File: config.mk
export PLATFORM = sky130hd
export DESIGN_NAME = otter_rf_wb_arbiter
export DESIGN_NICKNAME = d
export VERILOG_FILES = /design/src/rtl/otter_rf_wb_arbiter.sv
export SDC_FILE = /design/constraint.sdc
export NUM_CORES = 1
export LEC_CHECK = 0
export ABC_CLOCK_PERIOD_IN_PS = 4900
export BUFFER_PORTS_ARGS = -buffer_cell sky130_fd_sc_hd__buf_2
export CELL_PAD_IN_SITES_DETAIL_PLACEMENT = 0
export CELL_PAD_IN_SITES_GLOBAL_PLACEMENT = 1
export CORE_MARGIN = 5
export CORE_UTILIZATION = 46
export CTS_CLUSTER_DIAMETER = 100
export DETAILED_ROUTE_END_ITERATION = 16
export MAX_ROUTING_LAYER = met4
export PLACE_DENSITY_LB_ADDON = 0.1
export SETUP_SLACK_MARGIN = 0.3
export SYNTH_ARGS = -nofsm -noshare
export SYNTH_HDL_FRONTEND = slang
export SYNTH_SLANG_ARGS = --single-unit
export TNS_END_PERCENT = 30
File: constraint.sdc
create_clock -name CLK -period 4.9 [get_ports CLK]
set_input_delay 0.49 -clock CLK [delete_from_list [all_inputs] [get_ports CLK]]
set_output_delay 0.49 -clock CLK [all_outputs]
set_load 0.005 [all_outputs]
File: src/rtl/otter_rf_wb_arbiter.sv
// otter_rf_wb_arbiter: merges two register-file writeback streams into one registered write port.
// Ports:
//   CLK, RST_N                 clock, asynchronous active-low reset
//   A_VALID/A_READY/A_DEST/A_DATA  requester A (single-cycle ALU writeback)
//   B_VALID/B_READY/B_DEST/B_DATA  requester B (multi-cycle/load writeback)
//   FLUSH                      synchronous discard of all queued writes
//   WB_EN/WB_ADDR/WB_DATA      registered register-file write port
//   PENDING                    per-register "write in flight" mask (bit 0 never set)
//   IDLE                       both queues and output register empty
// Configuration: define OTTER_WB_ARB_RR_EN for round-robin arbitration; otherwise A has fixed priority.
`timescale 1ns/1ps
module otter_rf_wb_arbiter (
  input  logic        CLK,
  input  logic        RST_N,
  input  logic        A_VALID,
  output logic        A_READY,
  input  logic [4:0]  A_DEST,
  input  logic [31:0] A_DATA,
  input  logic        B_VALID,
  output logic        B_READY,
  input  logic [4:0]  B_DEST,
  input  logic [31:0] B_DATA,
  input  logic        FLUSH,
  output logic        WB_EN,
  output logic [4:0]  WB_ADDR,
  output logic [31:0] WB_DATA,
  output logic [31:0] PENDING,
  output logic        IDLE
);
  typedef struct packed {
    logic [4:0]  dest;
    logic [31:0] data;
  } ent_t;
  // Index 0 is requester A, index 1 is requester B; slot 0 of each FIFO is the head.
  ent_t       fifo_q [2][2];
  ent_t       fifo_d [2][2];
  ent_t       in_ent [2];
  logic [1:0] cnt_q  [2];
  logic [1:0] cnt_d  [2];
  logic [1:0] lvl    [2];
  logic [1:0] vld, ne, rdy, push, gnt;
  logic       gnt_a, gnt_b;
  ent_t       head;
  logic       wb_en_q, wb_en_d;
  logic [4:0] wb_addr_q, wb_addr_d;
  logic [31:0] wb_data_q, wb_data_d;
  logic [31:0] pend;
`ifdef OTTER_WB_ARB_RR_EN
  logic       prio_b_q, prio_b_d;
`endif
  always_comb begin
    vld = {B_VALID, A_VALID};
    in_ent[0] = {A_DEST, A_DATA};
    in_ent[1] = {B_DEST, B_DATA};
    for (int r = 0; r < 2; r++) begin
      ne[r]   = cnt_q[r] != 2'd0;
      rdy[r]  = cnt_q[r] != 2'd2;
      push[r] = vld[r] & rdy[r] & ~FLUSH;
    end
  end
`ifdef OTTER_WB_ARB_RR_EN
  assign gnt_b = ~FLUSH & ne[1] & (~ne[0] | prio_b_q);
`else
  assign gnt_b = ~FLUSH & ne[1] & ~ne[0];
`endif
  assign gnt_a = ~FLUSH & ne[0] & ~gnt_b;
  assign gnt   = {gnt_b, gnt_a};
  always_comb begin
    head      = gnt_b ? fifo_q[1][0] : fifo_q[0][0];
    wb_en_d   = (gnt_a | gnt_b) & (head.dest != 5'd0);
    wb_addr_d = (gnt_a | gnt_b) ? head.dest : wb_addr_q;
    wb_data_d = (gnt_a | gnt_b) ? head.data : wb_data_q;
`ifdef OTTER_WB_ARB_RR_EN
    prio_b_d  = (gnt_a | gnt_b) ? gnt_a : prio_b_q;
`endif
    // Pop shifts the queue toward the head, then a push lands at the post-pop level.
    for (int r = 0; r < 2; r++) begin
      lvl[r]       = cnt_q[r] - {1'b0, gnt[r]};
      fifo_d[r][0] = gnt[r] ? fifo_q[r][1] : fifo_q[r][0];
      fifo_d[r][1] = fifo_q[r][1];
      if (push[r]) fifo_d[r][lvl[r][0]] = in_ent[r];
      cnt_d[r]     = FLUSH ? 2'd0 : lvl[r] + {1'b0, push[r]};
    end
  end
  always_comb begin
    pend = '0;
    for (int r = 0; r < 2; r++)
      for (int i = 0; i < 2; i++)
        if (cnt_q[r] > 2'(i)) pend[fifo_q[r][i].dest] = 1'b1;
    if (wb_en_q) pend[wb_addr_q] = 1'b1;
    pend[0] = 1'b0;
  end
  always_ff @(posedge CLK or negedge RST_N) begin
    if (!RST_N) begin
      for (int r = 0; r < 2; r++) begin
        cnt_q[r]     <= 2'd0;
        fifo_q[r][0] <= '0;
        fifo_q[r][1] <= '0;
      end
      wb_en_q   <= 1'b0;
      wb_addr_q <= 5'd0;
      wb_data_q <= 32'd0;
`ifdef OTTER_WB_ARB_RR_EN
      prio_b_q  <= 1'b0;
`endif
    end else begin
      cnt_q     <= cnt_d;
      fifo_q    <= fifo_d;
      wb_en_q   <= wb_en_d;
      wb_addr_q <= wb_addr_d;
      wb_data_q <= wb_data_d;
`ifdef OTTER_WB_ARB_RR_EN
      prio_b_q  <= prio_b_d;
`endif
    end
  end
  assign A_READY = rdy[0];
  assign B_READY = rdy[1];
  assign WB_EN   = wb_en_q;
  assign WB_ADDR = wb_addr_q;
  assign WB_DATA = wb_data_q;
  assign PENDING = pend;
  assign IDLE    = ~ne[0] & ~ne[1] & ~wb_en_q;
endmodule
# Word level (Yosys, flattened, before mapping)

Index checks and enable logic that the tools add are counted.

$add $sub $neg: 4
$lt $le $gt $ge: 18
Equality and inequality tests: 2
Muxes and demuxes: 28
Bitwise logic cells: 23
Reduce and logical (&&, ||, !) cells: 10

Operators with widths:

| cell                 | count |
|---|---|
| $mux W37             | 5 |
| $mux W32             | 5 |
| $bwmux W74           | 2 |
| $mux W74             | 2 |
| $or A32 B32 Y32      | 4 |
| $demux W37 S1        | 2 |
| $lt A5 B6 Y1 const B | 5 |
| $demux W1 S5         | 5 |
| $ge A5 B1 Y1 const B | 5 |
| $and A1 B1 Y1        | 11 |
| $gt A2 B1 Y1 const B | 4 |
| $logic_and A1 B1 Y1  | 7 |
| $mux W1              | 5 |
| $not A1 Y1           | 5 |
| $reduce_bool A5 Y1   | 1 |
| $add A2 B1 Y2        | 2 |
| $ge A2 B2 Y1 const B | 2 |
| $lt A2 B1 Y1 const B | 2 |
| $mux W2              | 2 |
| $ne A2 B2 Y1 const B | 2 |
| $not A1 Y2           | 2 |
| $reduce_bool A2 Y1   | 2 |
| $sub A2 B1 Y2        | 2 |
| $or A1 B1 Y1         | 1 |

Bits in registers: 190
Input bits: 79
Output and inout bits: 73
Word-level logic and storage cells: 98

# Depth between registers and ports, before layout

Word-level depth: 13
Gate-level depth with buffers: 13
Gate-level depth less buffers: 8

# Least setup slack after synthesis

No wires, ideal clock.

Path type: register -> register
From: reg cnt_q[2] (netlist name)
To: reg with a tool-made name
Library setup time: 0.125 ns
Arrival: 3.274 ns
Required time: 4.775 ns
Slack: 1.501 ns
Cell stages (with the launch flop): 14
Buffers on the path: 6
Period minus slack after synthesis: 3.399 ns
Cell sequence: dfrtp_1 -> or2_1 -> buf_6 -> or3_1 -> buf_4 -> clkinv_4 -> buf_6 -> ha_1 -> inv_1 -> clkbuf_1 -> ha_1 -> clkbuf_1 -> buf_1 -> mux2_2

RTL lines:

| what                     | RTL line | RTL |
|---|---|---|
| start: declaration       | 38       | `logic [1:0] cnt_q [2];` |
| start signal: assignment | 107      | `cnt_q <= cnt_d;` |

==> key figures <==
Status
  • Status: finished with violations
  • Failing checks: hold timing

Synthesis
  • Synth Warn #: 0
  • Post-Syn Instances: 904
  • Most common cell in the netlist: dfrtp_1
  • Post-synth ARST share: 1.00
  • Yosys reg bits: 190
  • Post-Syn Nets: 987
  • Netlist Area Pre-Place: 10,100 µm²
  • Synth top area cells: dfrtp_1 47%, mux2_2 14%, or3b_1 3.2%, a221o_1 3.2%, a22oi_1 2.9%
  • Syn_area_per_cell: 11.1 µm²
  • Yosys top cell by area: dfrtp_1
  • Top_reg_cell synth: dfrtp_1
  • Yosys top cell area share: 0.473
  • Distinct cells, synth: 44
  • Post-synth top cells: 190 x dfrtp_1, 128 x mux2_2, 57 x clkbuf_1, 42 x a31oi_1, 39 x a22oi_1
  • EDFF count, synth: 0
  • Sequential-to-total area share from yosys stat: 0.473

Route
  • Drt first pass iters: 5
  • Initial drt markers: 556
  • Drc violations: 0
  • WL/cell: 23.0 µm
  • WL final: 29,600 µm
  • Vias: 7,865
  • Detail Route Antenna Nets: 0
  • Drt via density: 6.12

Clocking
  • CTS tree: built
  • Cts bufs inserted: 17
  • Hold-fix buffers, CTS: 0
  • Post-CTS sizing: 0
  • Clock slew at the register clock pins of the worst setup and hold paths: 80 ps
  • H-tree levels: 4
  • CTS Root Cell: clkbuf_16
  • Clock sinks: 190
  • CTS max path bufs: 2
  • Worst-Skew Late Latency: 440 ps
  • Post-CTS Setup Bufs: 0

STA
  • Post-route clock skew: 16.9 ps
  • Pins Over Slew Limit: 0
  • Tmin final: 3730 ps
  • Fmax: 268 MHz
  • Worst slew margin: 0.166
  • Hold_ws: -4.81 ps
  • Setup TNS: 0 ps
  • Final hold vios: 1
  • RSZ-0062 raised after global routing: no
  • Slew @ Worst Pin: 1250 ps
  • Final setup fails: 0
  • Final worst path period share: 0.760

Setup path
  • Worst-path maximum fanout: 38
  • Req. time, crit path: 5220 ps
  • Reg2Reg Depth: 7
  • CP Launch Type: flop
  • CP max-delay cell: ha_2
  • Worst stage delay on the critical path: 840 ps
  • Critical path cell sequence: or2_1 -> or3_1 -> clkinv_4 -> ha_1 -> inv_1 -> ha_2 -> mux2_2
  • Critical path type: reg -> reg
  • Worst Setup End Kind: flop
  • Worst path arrival time: 4040 ps

Pwr
  • Static leakage: 0.00495 µW
  • Total Power: 7680 µW
  • Pwr dens: 674 nW/µm²
  • Peak supply drop: 0.000304 V

Floorplanning
  • Io pins: 152
  • Starting Density: 0.464
  • Row cnt: 54
  • Die Span Y: 158 µm
  • Width of the chip: 158 µm
  • Core box area: 21,700 µm²
  • Full die area: 24,900 µm²

Layout
  • Final nets: 1,075
  • Ratio of cells with drive above 1 in the final layout: 0.328
  • Final Util: 0.525
  • Filler cell count: 1,975
  • Area Overhead vs Synth: 13.3%

Global routing
  • Grt ovf: 0
  • Met1 Track Usage GR: 0.306
  • Met3 Use GR: 0.0549
  • Vias in the first global route: 7,852
  • Pin count of the biggest net entering global routing: 136
  • Antenna violations before repair: 1
  • GR peak layer: met2
  • M2 GR Usage: 0.396
  • First-pass GRT wire length: 45,600 µm
  • GRT Util Overall: 0.244

Hold path
  • Hold WC Path Type: in -> async

Place
  • I/O Buffers: 150
  • GP Congestion: 0.895
  • HPWL Detailed: 19,500 µm

Flow run
  • Max cap viols: 0
cells in the final DEF (no fill, tap or decap), types with 3 or more instances in the layout:
cell,n
nand4_1,19
o21ai_0,37
and3b_1,22
inv_6,3
clkbuf_16,17
nand3_1,38
a32oi_1,4
buf_4,11
clkinvlp_4,4
dfrtp_1,190
a22oi_1,39
and3_1,8
a221o_1,32
mux2_1,21
or3b_1,37
nand2_1,38
inv_1,5
nor2b_1,4
and2_1,32
nand3b_1,16
a31oi_1,42
mux2_2,128
inv_8,4
buf_2,149
nor4_1,37
nor2_1,5
nor3b_1,18
nor3_1,11
path summary, 6_finish.rpt:
path                             from     endpoint  slack [ps]
setup / recovery             cnt_q[3]         flop        1170
hold / removal                  RST_N    async pin          -5
setup reg to reg             cnt_q[3]         flop        1170
hold reg to reg                  flop         flop         500
max in group asynchronous       RST_N    async pin        3820
min in group CLK           A_DATA[13]  fifo_q[124]         290
metal layers:
layer,part of all wire,routed length [µm]
met1,0.41,12200
met3,0.075,2230
met2,0.49,14600
met4,0.022,658
met5,0,0
worst max-delay path: cells and delay by family, from the launching register on:
| family | cells | cell delay, ps |
|---|---|---|
| buffers and inverters | 2 | 390 |
| adders and majority gates | 2 | 1200 |
| muxes | 1 | 420 |
| and+or+nand+nor | 2 | 1010 |
| DFF | 1 | 550 |
kinds of logic after synthesis:
group | synth area share
AO/OA/AOI/OAI | 0.116
XOR/XNOR | 0.00349
adder cells (fa/ha/maj) | 0.00498
buffers and inverters | 0.0500
flip-flops | 0.473
multiplexers | 0.167
other | 0.000373
AND/OR/NAND/NOR | 0.186
area by class of cell:
class | instances | area, µm² | share of cell area
Antenna cell | 1 | 2.50 | 0.000220
Multi-Input combinational cell | 614 | 4820 | 0.423
Tap cell | 280 | 350 | 0.0307
Timing Repair Buffer | 162 | 862 | 0.0757
Clock inverter | 14 | 143 | 0.0125
Clock buffer | 18 | 429 | 0.0377
Sequential cell | 190 | 4750 | 0.417
Inverter | 7 | 31.3 | 0.00275
power by group:
part	switching [µW]	total, µW	internal, µW
clock	667	1340	677
combinational	1640	3180	1530
sequential	783	3160	2370
stage by stage:
| stage | instances | instance area (µm²) | setup slack [ps] |
|---|---|---|---|
| floorplan | 904 | 10100 | 1500 |
| global placement | 1253 | 10800 | 1280 |
| detailed placement | 1253 | 10800 | 1210 |
| CTS | 1285 | 11400 | 1190 |
| global route | 1286 | 11400 | 964 |
| finish | 1286 | 11400 | 1170 |
Note: power is estimated with default switching activity, not from simulation.
